===== src/rtl/myo_spi_slave.sv =====
// -----------------------------------------------------------------------------
// myo_spi_slave
//
// SPI mode-0 responder that stands in for one motor board on the myocontrol
// link. sck/mosi/ss_n are oversampled in the system clock domain, so the
// system clock has to run at least 8x faster than sck.
//
// A frame is WORDS_PER_FRAME words of WORD_BITS bits, MSB first. Each
// received word is presented on rx_word/rx_index with a one-cycle rx_valid
// strobe. While the master clocks in commands, the slave returns the status
// words captured from tx_frame at the moment of select.
//
// Ports
//   clock        system clock
//   reset        synchronous, active-high reset
//   sck          SPI clock from master (asynchronous, idle low)
//   mosi         master-out data (asynchronous)
//   ss_n         active-low slave select (asynchronous)
//   miso         slave-out data; 0 whenever no frame is being served
//   tx_frame     status words to return; word 0 in the top bits
//   rx_word      last complete received word
//   rx_index     position of rx_word within the frame
//   rx_valid     one-cycle strobe qualifying rx_word/rx_index
//   frame_done   one-cycle strobe at deselect
//   frame_ok     verdict of the last frame, held until the next frame_done
//   error_count  saturating count of bad frames
// -----------------------------------------------------------------------------
module myo_spi_slave #(
  parameter int WORD_BITS       = 16,
  parameter int WORDS_PER_FRAME = 12,
  parameter int IDX_W           = 4
) (
  input  logic                                 clock,
  input  logic                                 reset,
  input  logic                                 sck,
  input  logic                                 mosi,
  input  logic                                 ss_n,
  output logic                                 miso,
  input  logic [WORDS_PER_FRAME*WORD_BITS-1:0] tx_frame,
  output logic [WORD_BITS-1:0]                 rx_word,
  output logic [IDX_W-1:0]                     rx_index,
  output logic                                 rx_valid,
  output logic                                 frame_done,
  output logic                                 frame_ok,
  output logic [15:0]                          error_count
);

  localparam int FRAME_W = WORDS_PER_FRAME * WORD_BITS;
  localparam int BC_W    = $clog2(WORD_BITS + 1);
  // One spare bit so the word counter can hold WORDS_PER_FRAME itself
  // even when WORDS_PER_FRAME == 2**IDX_W.
  localparam int WC_W    = IDX_W + 1;

  localparam logic [BC_W-1:0] BIT_LAST = BC_W'(WORD_BITS - 1);
  localparam logic [WC_W-1:0] WORD_END = WC_W'(WORDS_PER_FRAME);

  typedef enum logic [1:0] {
    ST_ARMWAIT,
    ST_IDLE,
    ST_ACTIVE,
    ST_OVERRUN
  } state_t;

  // Select word idx of a frame image; indices past the frame read as zero.
  function automatic logic [WORD_BITS-1:0] frame_word(
    input logic [FRAME_W-1:0] f,
    input logic [WC_W-1:0]    idx
  );
    frame_word = '0;
    for (int k = 0; k < WORDS_PER_FRAME; k++) begin
      if (idx == WC_W'(k)) begin
        frame_word = f[(WORDS_PER_FRAME-1-k)*WORD_BITS +: WORD_BITS];
      end
    end
  endfunction

  function automatic logic [15:0] sat_inc(input logic [15:0] v);
    sat_inc = (v == 16'hFFFF) ? v : v + 16'd1;
  endfunction

  // ---------------------------------------------------------------------------
  // Input synchronisers (not reset: they must keep tracking the pins while
  // reset is held so ARMWAIT sees the true select level on release)
  // ---------------------------------------------------------------------------
  logic sck_q1, sck_q2, sck_q3;
  logic ss_q1, ss_q2, ss_q3;
  logic mosi_q1, mosi_q2;

  always_ff @(posedge clock) begin
    sck_q1  <= sck;
    sck_q2  <= sck_q1;
    sck_q3  <= sck_q2;
    ss_q1   <= ss_n;
    ss_q2   <= ss_q1;
    ss_q3   <= ss_q2;
    mosi_q1 <= mosi;
    mosi_q2 <= mosi_q1;
  end

  logic s_ss_n, s_mosi;
  logic rise, fall, sel, desel;

  assign s_ss_n = ss_q2;
  assign s_mosi = mosi_q2;
  assign rise   =  sck_q2 & ~sck_q3;
  assign fall   = ~sck_q2 &  sck_q3;
  assign sel    = ~ss_q2  &  ss_q3;
  assign desel  =  ss_q2  & ~ss_q3;

  // ---------------------------------------------------------------------------
  // Frame state
  // ---------------------------------------------------------------------------
  state_t               state_q, state_d;
  logic [BC_W-1:0]      bit_cnt_q, bit_cnt_d;
  logic [WC_W-1:0]      word_cnt_q, word_cnt_d;
  logic [FRAME_W-1:0]   frame_q, frame_d;
  logic [WORD_BITS-1:0] tx_sr_q, tx_sr_d;
  logic [WORD_BITS-1:0] rx_sr_q, rx_sr_d;
  logic                 miso_q, miso_d;
  logic [WORD_BITS-1:0] rx_word_q, rx_word_d;
  logic [IDX_W-1:0]     rx_index_q, rx_index_d;
  logic                 rx_valid_q, rx_valid_d;
  logic                 frame_done_q, frame_done_d;
  logic                 frame_ok_q, frame_ok_d;
  logic [15:0]          error_count_q, error_count_d;
  logic                 good_frame;

  always_comb begin
    state_d       = state_q;
    bit_cnt_d     = bit_cnt_q;
    word_cnt_d    = word_cnt_q;
    frame_d       = frame_q;
    tx_sr_d       = tx_sr_q;
    rx_sr_d       = rx_sr_q;
    miso_d        = 1'b0;
    rx_word_d     = rx_word_q;
    rx_index_d    = rx_index_q;
    rx_valid_d    = 1'b0;
    frame_done_d  = 1'b0;
    frame_ok_d    = frame_ok_q;
    error_count_d = error_count_q;
    good_frame    = 1'b0;

    case (state_q)
      ST_ARMWAIT: begin
        // Whatever frame was running across reset is dropped silently.
        if (s_ss_n) begin
          state_d = ST_IDLE;
        end
      end

      ST_IDLE: begin
        if (sel) begin
          frame_d    = tx_frame;
          tx_sr_d    = frame_word(tx_frame, '0);
          bit_cnt_d  = '0;
          word_cnt_d = '0;
          miso_d     = tx_sr_d[WORD_BITS-1];
          state_d    = ST_ACTIVE;
        end
      end

      ST_ACTIVE: begin
        miso_d = miso_q;
        if (rise) begin
          if (word_cnt_q == WORD_END) begin
            // Any bit beyond the last word spoils the frame.
            state_d = ST_OVERRUN;
            miso_d  = 1'b0;
          end else begin
            rx_sr_d    = rx_sr_q << 1;
            rx_sr_d[0] = s_mosi;
            if (bit_cnt_q == BIT_LAST) begin
              bit_cnt_d  = '0;
              word_cnt_d = word_cnt_q + 1'b1;
              rx_word_d  = rx_sr_d;
              rx_index_d = word_cnt_q[IDX_W-1:0];
              rx_valid_d = 1'b1;
            end else begin
              bit_cnt_d = bit_cnt_q + 1'b1;
            end
          end
        end else if (fall) begin
          // bit_cnt==0 on a fall means the rise just before closed a word,
          // so the next status word takes over the shifter.
          if (bit_cnt_q == '0) begin
            tx_sr_d = frame_word(frame_q, word_cnt_q);
          end else begin
            tx_sr_d = tx_sr_q << 1;
          end
          miso_d = tx_sr_d[WORD_BITS-1];
        end
      end

      ST_OVERRUN: begin
        miso_d = 1'b0;
      end

      default: begin
        state_d = ST_ARMWAIT;
      end
    endcase

    // Deselect is judged on the counts after any same-cycle rise.
    if ((state_q == ST_ACTIVE || state_q == ST_OVERRUN) && desel) begin
      good_frame   = (state_d != ST_OVERRUN) && (word_cnt_d == WORD_END) &&
                     (bit_cnt_d == '0);
      frame_done_d = 1'b1;
      frame_ok_d   = good_frame;
      if (!good_frame) begin
        error_count_d = sat_inc(error_count_q);
      end
      miso_d  = 1'b0;
      state_d = ST_IDLE;
    end
  end

  // ---------------------------------------------------------------------------
  // Registers: control/outputs with reset, data shifters without
  // ---------------------------------------------------------------------------
  always_ff @(posedge clock) begin
    if (reset) begin
      state_q       <= ST_ARMWAIT;
      bit_cnt_q     <= '0;
      word_cnt_q    <= '0;
      miso_q        <= 1'b0;
      rx_word_q     <= '0;
      rx_index_q    <= '0;
      rx_valid_q    <= 1'b0;
      frame_done_q  <= 1'b0;
      frame_ok_q    <= 1'b0;
      error_count_q <= '0;
    end else begin
      state_q       <= state_d;
      bit_cnt_q     <= bit_cnt_d;
      word_cnt_q    <= word_cnt_d;
      miso_q        <= miso_d;
      rx_word_q     <= rx_word_d;
      rx_index_q    <= rx_index_d;
      rx_valid_q    <= rx_valid_d;
      frame_done_q  <= frame_done_d;
      frame_ok_q    <= frame_ok_d;
      error_count_q <= error_count_d;
    end
  end

  always_ff @(posedge clock) begin
    frame_q <= frame_d;
    tx_sr_q <= tx_sr_d;
    rx_sr_q <= rx_sr_d;
  end

  assign miso        = miso_q;
  assign rx_word     = rx_word_q;
  assign rx_index    = rx_index_q;
  assign rx_valid    = rx_valid_q;
  assign frame_done  = frame_done_q;
  assign frame_ok    = frame_ok_q;
  assign error_count = error_count_q;

endmodule


===== config.mk =====
export PLATFORM = sky130hd
export DESIGN_NAME = myo_spi_slave
export DESIGN_NICKNAME = d
export VERILOG_FILES = /design/src/rtl/myo_spi_slave.sv
export SDC_FILE = /design/constraint.sdc
export NUM_CORES = 1
export LEC_CHECK = 0
export CAP_MARGIN = 10
export CORE_UTILIZATION = 45
export CTS_BUF_LIST = sky130_fd_sc_hd__clkbuf_8
export DETAILED_ROUTE_END_ITERATION = 7
export PLACE_DENSITY = 0.71
export SLEW_MARGIN = 20
export SYNTH_ARGS = -nofsm -noshare
export SYNTH_HDL_FRONTEND = slang
export SYNTH_SLANG_ARGS = --single-unit
export TNS_END_PERCENT = 50

===== constraint.sdc =====
create_clock -name clock -period 11.5 [get_ports clock]
set_input_delay 1.15 -clock clock [delete_from_list [all_inputs] [get_ports clock]]
set_output_delay 1.15 -clock clock [all_outputs]
set_load 0.02 [all_outputs]

==> results of run 1 <==
[power by group]
part           internal (W)  leakage, nW  switching (W)
registers           0.00114         2.50      0.0000135
clock network      0.000480        0.509       0.000403
logic             0.0000776         2.15      0.0000691
total               0.00170         5.16       0.000486
[logic make-up after synthesis]
logic type	Yosys count
buf+inv	68
compound gates	262
fa+ha+maj	13
flops	282
mux	11
simple gates	268
[worst max-delay path: stages (launching register included)]
cell and delay, ns:
dfxtp_1 0.85, nand4bb_1 0.98, nand3_1 0.87, o22ai_1 0.17, nor3_1 0.17, o221ai_1 0.14, a41oi_1 0.23, a21oi_1 0.06
a21oi_1 0.15
[final cells by class]
cell class / count / area, um2 / share of cell area, %
Timing Repair Buffer: 253 / 2490 / 16.3
Clock inverter: 34 / 262 / 1.71
Tap cell: 330 / 413 / 2.71
Sequential cell: 282 / 7870 / 51.6
Clock buffer: 48 / 661 / 4.33
Inverter: 12 / 45.0 / 0.295
Multi-Input combinational cell: 554 / 3500 / 23.0
Antenna cell: 4 / 10.0 / 0.0656
[sequential cells by signal (all words and copies together) (netlist names)]
| name | flops |
|---|---|
| rx_valid | 1 |
| sck_q2 | 1 |
| rx_word | 16 |
| sck_q1 | 1 |
| frame_q | 192 |
| s_ss_n | 1 |
| ss_q3 | 1 |
| mosi_q2 | 1 |
| rx_index | 4 |
| mosi_q1 | 1 |
| error_count | 16 |
| bit_cnt_q | 5 |
| tx_sr_q | 15 |
| frame_ok | 1 |
| ss_q1 | 1 |
| sck_q3 | 1 |
| frame_done | 1 |
| rx_sr_q | 15 |
| word_cnt_q | 5 |
| miso | 1 |
| state_q | 2 |
[worst max-delay path by stage]
stage,from,to,slack (ns)
after floorplan,s_ss_n,error_count[11],5.10
after global placement,word_cnt_q[2],tx_sr_q[3],7.98
after detailed placement,word_cnt_q[2],tx_sr_q[3],7.86
after CTS,word_cnt_q[2],tx_sr_q[3],7.86
after global routing,word_cnt_q[2],tx_sr_q[3],7.40
final,word_cnt_q[2],tx_sr_q[3],7.75
[layer usage]
layer	vias up	GRT usage (%)	wire length, um
met5	-	0	0
met4	0	11.1	1090
met3	73	3.86	2500
met2	445	37.6	15000
met1	4227	33.3	13600
li1	4011	-	-
[cell usage in the layout, fill, tap and decap left out, types with 18 or more instances in the layout]
cell type        Yosys  final
clkdlybuf4s50_1      0    235
o22ai_1             31     31
nor2_1              65     65
dfxtp_1             60     60
nand2_1             80     80
o21ai_0             56     56
nand3_1             19     19
a21oi_1             57     57
a221o_1             18     18
edfxtp_1           222    222
buf_4                8     18
inv_1               12     22
clkbuf_8             0     48
[per-stage QoR]
step / setup WS [ns] / cell area, um2 / util [%] / hold slack, ns
6_report: 7.75 / 15200 / 60.2 / 0.330
3_3_place_gp: 7.98 / 14300 / 56.5 / 0.315
2_1_floorplan: 5.10 / 11700 / - / 0.310
5_1_grt: 7.40 / 15200 / 60.2 / 0.334
4_1_cts: 7.86 / 15200 / 60.2 / 0.328
3_5_place_dp: 7.86 / 14300 / 56.5 / 0.314
==> metrics.txt, run 1 <==
CP max FO=21; WP data required=11.93 ns; hold_sp=ss_q1; TNS Setup=0 ns; synthesized flop and latch total=282; maximum vdd ir drop=0.0752 mV; Setup CP Type=reg -> reg; Worst R2R End=tx_sr_q[3]; Die Area=26,600 um2; H-tree Lvls=2; Worst setup SP type=flip-flop; Final #Nets=1,359; CORE AREA=25,300 um2; WHS Endpoint=s_ss_n; Worst-path clk slew=0.06 ns; TritonRoute pass-1 iters=5; port bufs=236; CTS sink cnt=282; Die Wd=163 um; vias=8,756; Initial Util=46.1%; Async SR Flop Fraction=0%; drt via density=5.77; FILL cells=2,008; Max clock buf depth=3; most frequent cell after synthesis=edfxtp_1; Slew Limit Headroom=28.1%; Post-synth EDFFs=222; outcome=finished, final reports clean; simple-gate share of the synthesized area=12.2%; hold depth=0; initial antenna violation count=4; largest net degree at the start of global routing=71; mux contribution to synthesized area=1.29%; drt initial violations=837; height of the die=163 um; largest family of logic cells by synthesized area=compound AO/OA/AOI/OAI gates; Reg2Reg Setup Slack=7.75 ns; final setup violation count=0; Peak Freq=0.267 GHz; CTS Root Cell=clkbuf_8; routability cong.=0.894; crit end category=flip-flop; Compound-Gate Fraction of Synth Area=15.0%; share of layout cells above drive strength 1=9.81%; Synthesized Nets=1,114; Post-Synth XOR/XNOR Area=0%; top-area cell type share of the netlist area=57.1%; gr usage total=24.2%; Yosys cell types=73; WP data arrival=4.17 ns; Worst-Skew Late Latency=0.58 ns; Residual DRC=0; WL per Instance=21.2 um; CTS tree=done; Synth Area in Adders=1.39%; Synth Instances=904; Tot Pwr=0.00218 W; I/O pin count=237; leakage power=5.16 nW; Post-DRT Antenna Nets=0; yosys warns=0; Post-CTS Setup Repair Bufs=0; Area Growth Syn to Fin=30.5%; HPWL after detailed placement=22,500 um; synth top area cells=edfxtp_1 57%, dfxtp_1 10%, nand2_1 2.6%; post-synthesis instance area=11,700 um2; row count=58; Num CTS Buffers=46; hold-fix buffers at CTS=0; first-pass GRT wire length=48,600 um; Synth top cells by count=222 x edfxtp_1, 80 x nand2_1, 65 x nor2_1; Routed WL=32,100 um; Synth Area per Inst=12.9 um2; dpl cells=1,431; crit share post-route=32.6%; Seq/Total Area, Yosys=67.3%; max_cap viols=0; Clock Skew=0.0339 ns; Non-Filler Instances=1,517; vias in the first global route=8,662; ys flop type=edfxtp_1; Final Max Tran Viols=0; leading area contributor after synthesis=edfxtp_1; Pwr Density=143 nW/um2; post-CTS resize count=0; min Tclk post-route=3.75 ns; r2r worst-path depth=8; unrepaired setup endpoints after global routing=false; reg-to-reg critical path startpoint=word_cnt_q[2]; Remaining Overflow, GRT=0; Final Hold Vio Count=0; Worst Hold Class=reg -> reg; worst slew pin tran=1.07 ns
No activity file was read; power rests on OpenSTA's default activity.
==> inputs of run 2 (changes only) <==
- clock period: 11.5 -> 3.5 ns (I/O delays scaled with it)
==> run 2 against run 1 <==
  * Combinational power increased to 3.3 times the previous value
  * Routed wire length increased by 0.57%
  * Die area unchanged
  * Largest cell class unchanged
  * Hold slack worse by 0.13 ns
  * Sequential power rose to 3.3 times the previous value
  * Worst setup slack lost 7.5 ns
  * Power grew to 3.2 times the previous value
==> metrics.txt, run 2 (same netlist as run 1, synthesis figures left out) <==
sequential share of power=54.3% (was 52.8%); row count=58 (unchanged); Clock Skew=0.0185 ns (was 0.0339 ns); final setup violation count=0 (unchanged); Hold Slack=0.201 ns (was 0.330 ns); Num CTS Buffers=47 (was 46); drt initial violations=1,124 (was 837); Reg2Reg Setup Slack=0.21 ns (was 7.75 ns); Peak Freq=0.304 GHz (was 0.267 GHz); Worst-path clk slew=0.06 ns (about the same); maximum vdd ir drop=0.296 mV (was 0.0752 mV); Pwr Density=456 nW/um2 (was 143 nW/um2); TritonRoute pass-1 iters=5 (unchanged); hold-fix buffers at CTS=0 (unchanged); CTS tree=done (unchanged); switching portion of total power=22.5% (was 22.3%); Slew Limit Headroom=16.8% (was 28.1%); Max clock buf depth=3 (unchanged); Worst Hold Class=in -> reg (was reg -> reg); Final Max Tran Viols=0 (unchanged); Routed WL=32,300 um (was 32,100 um); Final #Nets=1,369 (was 1,359); crit share post-route=94.0% (was 32.6%); WL per Instance=21.1 um (was 21.2 um); WP data required=3.79 ns (was 11.93 ns); initial antenna violation count=5 (was 4); largest net degree at the start of global routing=194 (was 71); gr usage total=24.3% (was 24.2%); unrepaired setup endpoints after global routing=false (unchanged); P_sw=0.00157 W (was 0.000486 W); Setup WS post-layout=0.211 ns (was 7.75 ns); vias=8,672 (was 8,756); most common cell after layout, fill and taps aside=clkdlybuf4s50_1 (unchanged); Remaining Overflow, GRT=0 (unchanged); outcome=finished, final reports clean (unchanged); CTS Root Cell=clkbuf_8 (unchanged); worst slack at placement=0.343 ns (was 7.86 ns); TNS Setup=0 ns (unchanged); min Tclk post-route=3.29 ns (was 3.75 ns); Power Internal=0.00541 W (was 0.00170 W); Final Hold Vio Count=0 (unchanged); Die Wd=163 um (unchanged); post-CTS resize count=0 (unchanged); Worst-Skew Late Latency=0.56 ns (was 0.58 ns); Worst setup SP type=flip-flop (unchanged); WP data arrival=3.58 ns (was 4.17 ns); I/O pin count=237 (unchanged); Die Area=26,600 um2 (unchanged); drt via density=5.66 (was 5.77); Initial Util=46.1% (unchanged); Post-DRT Antenna Nets=0 (unchanged); CTS sink cnt=282 (unchanged); CP max FO=21 (unchanged); worst slew pin tran=1.25 ns (was 1.07 ns); Clock Power Share=38.8% (was 40.5%); CORE AREA=25,300 um2 (unchanged); Biggest register=frame_q (unchanged); HPWL after detailed placement=22,500 um (about the same); Area Growth Syn to Fin=30.9% (was 30.5%); first-pass GRT wire length=48,700 um (was 48,600 um); Residual DRC=0 (unchanged); routability cong.=0.918 (was 0.894); crit end category=flip-flop (unchanged); Post-CTS Setup Repair Bufs=0 (unchanged); H-tree Lvls=2 (unchanged); leakage power=5.23 nW (was 5.16 nW); share of layout cells above drive strength 1=10.2% (was 9.81%); height of the die=163 um (unchanged); max_cap viols=0 (unchanged); max reg flops=192 (unchanged); Setup CP Type=reg -> reg (unchanged); port bufs=236 (unchanged); Gate power share=6.9% (was 6.7%); vias in the first global route=8,753 (was 8,662); commonest non-fill, non-tap cells in the layout=235 x clkdlybuf4s50_1, 222 x edfxtp_1, 80 x nand2_1, 65 x nor2_1, 60 x dfxtp_1 (unchanged)
[run 2: power groups by stage]
stage	Sequential [W]	Combinational [W]	Clock, W
finish	0.00379	0.000482	0.00270
floorplan	0.00384	0.000174	0
global route	0.00379	0.000513	0.00292
global placement	0.00385	0.000471	0
detailed placement	0.00386	0.000475	0
CTS	0.00379	0.000478	0.00276
[run 2: through the flow]
step                util [%]  power [W]  cell area (um2)  cells
finish                  60.4    0.00698            15300   1531
global route            60.4    0.00723            15300   1531
CTS                     60.3    0.00703            15300   1526
detailed placement      56.8    0.00433            14400   1439
global placement        56.8    0.00432            14400   1439
floorplan                  -    0.00402            11700    904
[run 2: worst paths after layout]
check | from | endpoint | cells after the start
max | word_cnt_q[2] | tx_sr_q[14] | 7
min | reset | bit_cnt_q[3] | 2
max reg2reg | word_cnt_q[2] | tx_sr_q[14] | 7
min reg2reg | ss_q1 | s_ss_n | 0
[run 2: routing by layer]
metal / vias up / GRT usage [%] / part of all wire (%) / routed length, um
li1: 4032 / - / - / -
met1: 4173 / 32.4 / 42 / 13500
met2: 409 / 38.2 / 47 / 15300
met3: 56 / 6.20 / 8.7 / 2800
met4: 2 / 9.30 / 2.3 / 753
met5: - / 0 / 0.034 / 11
[run 2: final cells by class]
class,instances,area (um2)
Inverter,12,45.0
Antenna cell,4,10.0
Tap cell,330,413
Fill cell,2022,10000
Clock buffer,50,688
Clock inverter,37,190
Timing Repair Buffer,262,2580
Sequential cell,282,7870
Multi-Input combinational cell,554,3500
[run 2: critical path: stages, from the launching register on]
cell,delay (ns)
dfxtp_1,0.88
nand2b_1,0.37
nor2_1,0.65
nor2_1,0.11
a221oi_1,0.57
a2111oi_1,0.14
o221ai_1,0.20
a31oi_1,0.11
==> RTL change 1 (settings of run 2) <==
`WORD_BITS`: 16 -> 8.
--- a/src/rtl/myo_spi_slave.sv
+++ b/src/rtl/myo_spi_slave.sv
@@ -26,7 +26,7 @@
 //   error_count  saturating count of bad frames
 // -----------------------------------------------------------------------------
 module myo_spi_slave #(
-  parameter int WORD_BITS       = 16,
+  parameter int WORD_BITS       = 8,
   parameter int WORDS_PER_FRAME = 12,
   parameter int IDX_W           = 4
 ) (
Ports: changed (resized rx_word and tx_frame); port bits go from 237 to 133. No check against the original RTL was run, so the function may have changed too.
==> RTL change 1 against run 2 <==
Cell area is 40% lower; setup slack better by 260 ps; area after synthesis is 39% lower; wire length is 47% lower; critical path depth is 3 higher; count of clock-buffer cells in the layout is 33 lower; cell count is 36% lower; sequential share of layout area is 4.0 points lower; sequential cell count is 121 lower; power is 44% lower; largest power group unchanged.
==> RTL change 1: results (changes against run 2) <==
status=completed (unchanged); ANT cells=0 (was 4); share of cells above drive strength 1=0.111 (was 0.102); Worst Hold End=s_ss_n$_DFF_P_ (was bit_cnt_q[3]$_SDFF_PP0_); Critical Path AT=3380 ps (was 3580 ps); hold_sp=ss_q1$_DFF_P_ (was reset); Num CTS Buffers=17 (was 47); sequential power=0.00217 W (was 0.00379 W); DRT iter0 DRCs=405 (was 1124); vias in the first global route=5252 (was 8753); worst r2r src=word_cnt_q[1]$_SDFF_PP0_ (was word_cnt_q[2]$_SDFF_PP0_); Comb. pwr=0.000395 W (was 0.000482 W); Fin Hold WS=334 ps (was 201 ps); largest net degree at the start of global routing=61 (was 194); FILL cells=1248 (was 2022); Clock transition at path regs=90 ps (was 60 ps); Min-Delay Path Class=flip-flop to flip-flop (was primary input to flip-flop); placed cell area=0.00874 mm2 (was 0.0144 mm2); wire length on met2=8500 um (was 15300 um); gate count of the mapped netlist=611 (was 904); Peak VDD IR=0.269 mV (was 0.296 mV); dpl ws=488 ps (was 343 ps); Buffers on Ports=132 (was 236); initial antenna violation count=0 (was 5); post-synth net total=725 (was 1114); Setup CP Type=flip-flop to flip-flop (unchanged); GR Util met3=0.0426 (was 0.0620); net switching power=0.000978 W (was 0.00157 W); M2 GR Usage=0.361 (was 0.382); global-route wire length before repair=27000 um (was 48700 um); # H-tree levels=4 (was 2); Pre-antenna DRT Iters=4 (was 5); via count=5456 (was 8672); final cell count without fillers=978 (was 1531); hpwl dp=12600 um (was 22500 um); final-stage net count=868 (was 1369); WL met3=869 um (was 2800 um); dpl cells=946 (was 1439); Avg WL per Cell=17.6 um (was 21.1 um); number of synthesized flops with an enable pin=110 (was 222); Placer Congestion=0.887 (was 0.918); synth cell count leaders=110 x edfxtp_1, 55 x nand2_1, 51 x dfxtp_1 (was 222 x edfxtp_1, 80 x nand2_1, 65 x nor2_1); Top Metal Used=met4 (was met5); Largest register FFs=96 (was 192); switching share of power=0.252 (was 0.225); hold path cells=0 (was 2); FFs w/ async S/R, synth=0 (unchanged); reg-to-reg endpoint=error_count[13]$_SDFFE_PP0P_ (was tx_sr_q[14]$_DFFE_PP_); M1 WL=7620 um (was 13500 um); Distinct cells, synth=68 (was 73); Overall Global Routing Usage=0.218 (was 0.243); top cells by area, synth=edfxtp_1 46%, dfxtp_1 14%, nand2_1 2.9%, nor2_1 2.5%, a21oi_1 2.4% (was edfxtp_1 57%, dfxtp_1 10%, nand2_1 2.6%, a21oi_1 2.4%, o21ai_0 2.4%); Leak Pwr=3.07 nW (was 5.23 nW); Clock Latency Late Sink=450 ps (was 560 ps); M1 GR Usage=0.288 (was 0.324); maximum clock rate=330 MHz (was 304 MHz); Seq/Total Area, Yosys=0.608 (was 0.673); Worst Skew=11.8 ps (was 18.5 ps); CTS max path bufs=2 (was 3)
[RTL change 1: area by class of cell]
class,instances,area [um2],share of cell area
Clock buffer,17,234,0.0257
Timing Repair Buffer,158,1510,0.166
Clock inverter,15,146,0.0161
Tap cell,211,264,0.0290
Inverter,16,60.1,0.00659
Multi-Input combinational cell,400,2580,0.283
Sequential cell,161,4320,0.474
[RTL change 1: kinds of logic (layout without fill, tap and decap cells)]
kind of cell,Yosys count,in the layout,share of synthesized area
fa+ha+maj,13,13,0.0229
mux,15,15,0.0259
compound gates,142,142,0.136
simple gates,230,230,0.175
flops,161,161,0.608
buf+inv,50,206,0.0320
[RTL change 1: critical path, stage by stage, from the launching register on]
cell      delay, ps
dfxtp_1         460
inv_1           120
ha_1            290
and4b_1         320
o41a_1          430
a211oi_1        230
nor2_1           90
nor4b_4         130
buf_4           210
nor4_1          280
mux2_2          370
==> RTL change 2 (config.mk and constraints of run 2) <==
Made on the original files. Remove the register `frame_done_q`: a continuous assignment takes its place, so the output `frame_done` follows one clock earlier.
--- a/src/rtl/myo_spi_slave.sv
+++ b/src/rtl/myo_spi_slave.sv
@@ -227,7 +227,6 @@
       rx_word_q     <= '0;
       rx_index_q    <= '0;
       rx_valid_q    <= 1'b0;
-      frame_done_q  <= 1'b0;
       frame_ok_q    <= 1'b0;
       error_count_q <= '0;
     end else begin
@@ -238,11 +237,12 @@
       rx_word_q     <= rx_word_d;
       rx_index_q    <= rx_index_d;
       rx_valid_q    <= rx_valid_d;
-      frame_done_q  <= frame_done_d;
       frame_ok_q    <= frame_ok_d;
       error_count_q <= error_count_d;
     end
   end
+
+  assign frame_done_q = frame_done_d;
 
   always_ff @(posedge clock) begin
     frame_q <= frame_d;
Formal check against the unedited RTL: not equivalent (a bounded check fails within 4 cycles, from zero or initial values and one cycle with reset high).
==> RTL change 2 against run 2 <==
Clock skew increased by 7.7 ps; area after synthesis decreased by 1.5%; cell count decreased by 1.2%; combinational power increased by 6.2%; sequential share of layout area increased by 0.87 points; via count decreased by 3.9%; sequential cell count decreased by 1; cell area decreased by 1.9%; fmax increased by 6.4%; setup slack improved by 200 ps; wire length decreased by 12%; power decreased by 3.6%; die area decreased by 1.5%; largest cell class unchanged; largest power group unchanged.
==> RTL change 2: results (changes against run 2) <==
critical path's top delay family=buffers and inverters (was simple AND/OR/NAND/NOR gates); net switching power=0.00151 W (was 0.00157 W); Critical Path Max Stage Delay=620 ps (was 880 ps); M2 GR Usage=0.352 (was 0.382); Mean Syn Cell Area=12.8 um2 (was 12.9 um2); R2R setup slack=470 ps (was 210 ps); Worst Hold End=ss_q1$_DFF_P_ (was bit_cnt_q[3]$_SDFF_PP0_); Adder-Cell Fraction of Synth Area=0.0141 (was 0.0139); cell area power density=448 mW/mm2 (was 456 mW/mm2); CP max-delay cell=ha_1 (was dfxtp_1); DRT iter0 DRCs=970 (was 1124); hold path cells=1 (was 2); via count=8333 (was 8672); Yosys top cell area share=0.580 (was 0.571); top cells by area, synth=edfxtp_1 58%, dfxtp_1 10%, a21oi_1 3.4%, nand2_1 3.0%, o21ai_0 2.0% (was edfxtp_1 57%, dfxtp_1 10%, nand2_1 2.6%, a21oi_1 2.4%, o21ai_0 2.4%); reg-to-reg endpoint=error_count[15]$_SDFFE_PP0P_ (was tx_sr_q[14]$_DFFE_PP_); vias in the first global route=8220 (was 8753); dpl cells=1432 (was 1439); Comb. pwr=0.000512 W (was 0.000482 W); FILL cells=2024 (was 2022); status=completed (unchanged); share of cells above drive strength 1=0.0890 (was 0.102); synth cell count leaders=222 x edfxtp_1, 91 x nand2_1, 79 x a21oi_1 (was 222 x edfxtp_1, 80 x nand2_1, 65 x nor2_1); Fin Hold WS=249 ps (was 201 ps); GR Util met3=0.0478 (was 0.0620)
## RTL change 2: changes by cell type after synthesis, sizes merged, moves of 8 or more
| cell | delta |
|---|---|
| a21oi | +25 |
| a31oi | -16 |
| nor2 | -15 |
| o21ai | -13 |
| o211ai | +12 |
| nor3 | +11 |
| nand3 | +9 |
| o22ai | -9 |
| o221ai | +8 |
## RTL change 2: cell type report
class | count | area share
clock buffer | 45 | 0.0413
sequential | 281 | 0.523
tap | 330 | 0.0275
timing repair buffer | 253 | 0.166
antenna | 2 | 0.000333
multi-input combinational | 551 | 0.228
inverter | 17 | 0.00425
clock inverter | 33 | 0.00934
## RTL change 2: cell families (layout without fill, tap and decap cells)
kind of cell	after synthesis	in the layout
flip-flops	281	281
AND/OR/NAND/NOR	274	274
AO/OA/AOI/OAI	255	255
buffers and inverters	65	348
adder cells (fa/ha/maj)	13	13
multiplexers	9	9
other	0	2
## RTL change 2: how the worst max path moves through the flow
stage | endpoint | startpoint | slack, ps
floorplan | error_count[5]$_SDFFE_PP0P_ | state_q[1]$_SDFF_PP0_ | -60
global placement | tx_sr_q[9]$_DFFE_PP_ | word_cnt_q[0]$_SDFF_PP0_ | 590
detailed placement | error_count[15]$_SDFFE_PP0P_ | state_q[0]$_SDFF_PP0_ | 520
CTS | frame_done | state_q[0]$_SDFF_PP0_ | 380
global route | frame_done | state_q[0]$_SDFF_PP0_ | 230
finish | frame_done | state_q[0]$_SDFF_PP0_ | 410
## RTL change 2: layer usage
metal,vias up,routed length [um]
met1,3926,12100
met4,0,847
met5,-,0
met3,66,2090
li1,3967,-
met2,374,13500
## RTL change 2: per-stage QoR
stage          utilization  cell area (um2)
6_report             0.598            15000
5_1_grt              0.598            15000
4_1_cts              0.597            15000
3_5_place_dp         0.567            14200
3_3_place_gp         0.567            14200
2_1_floorplan            -            11500
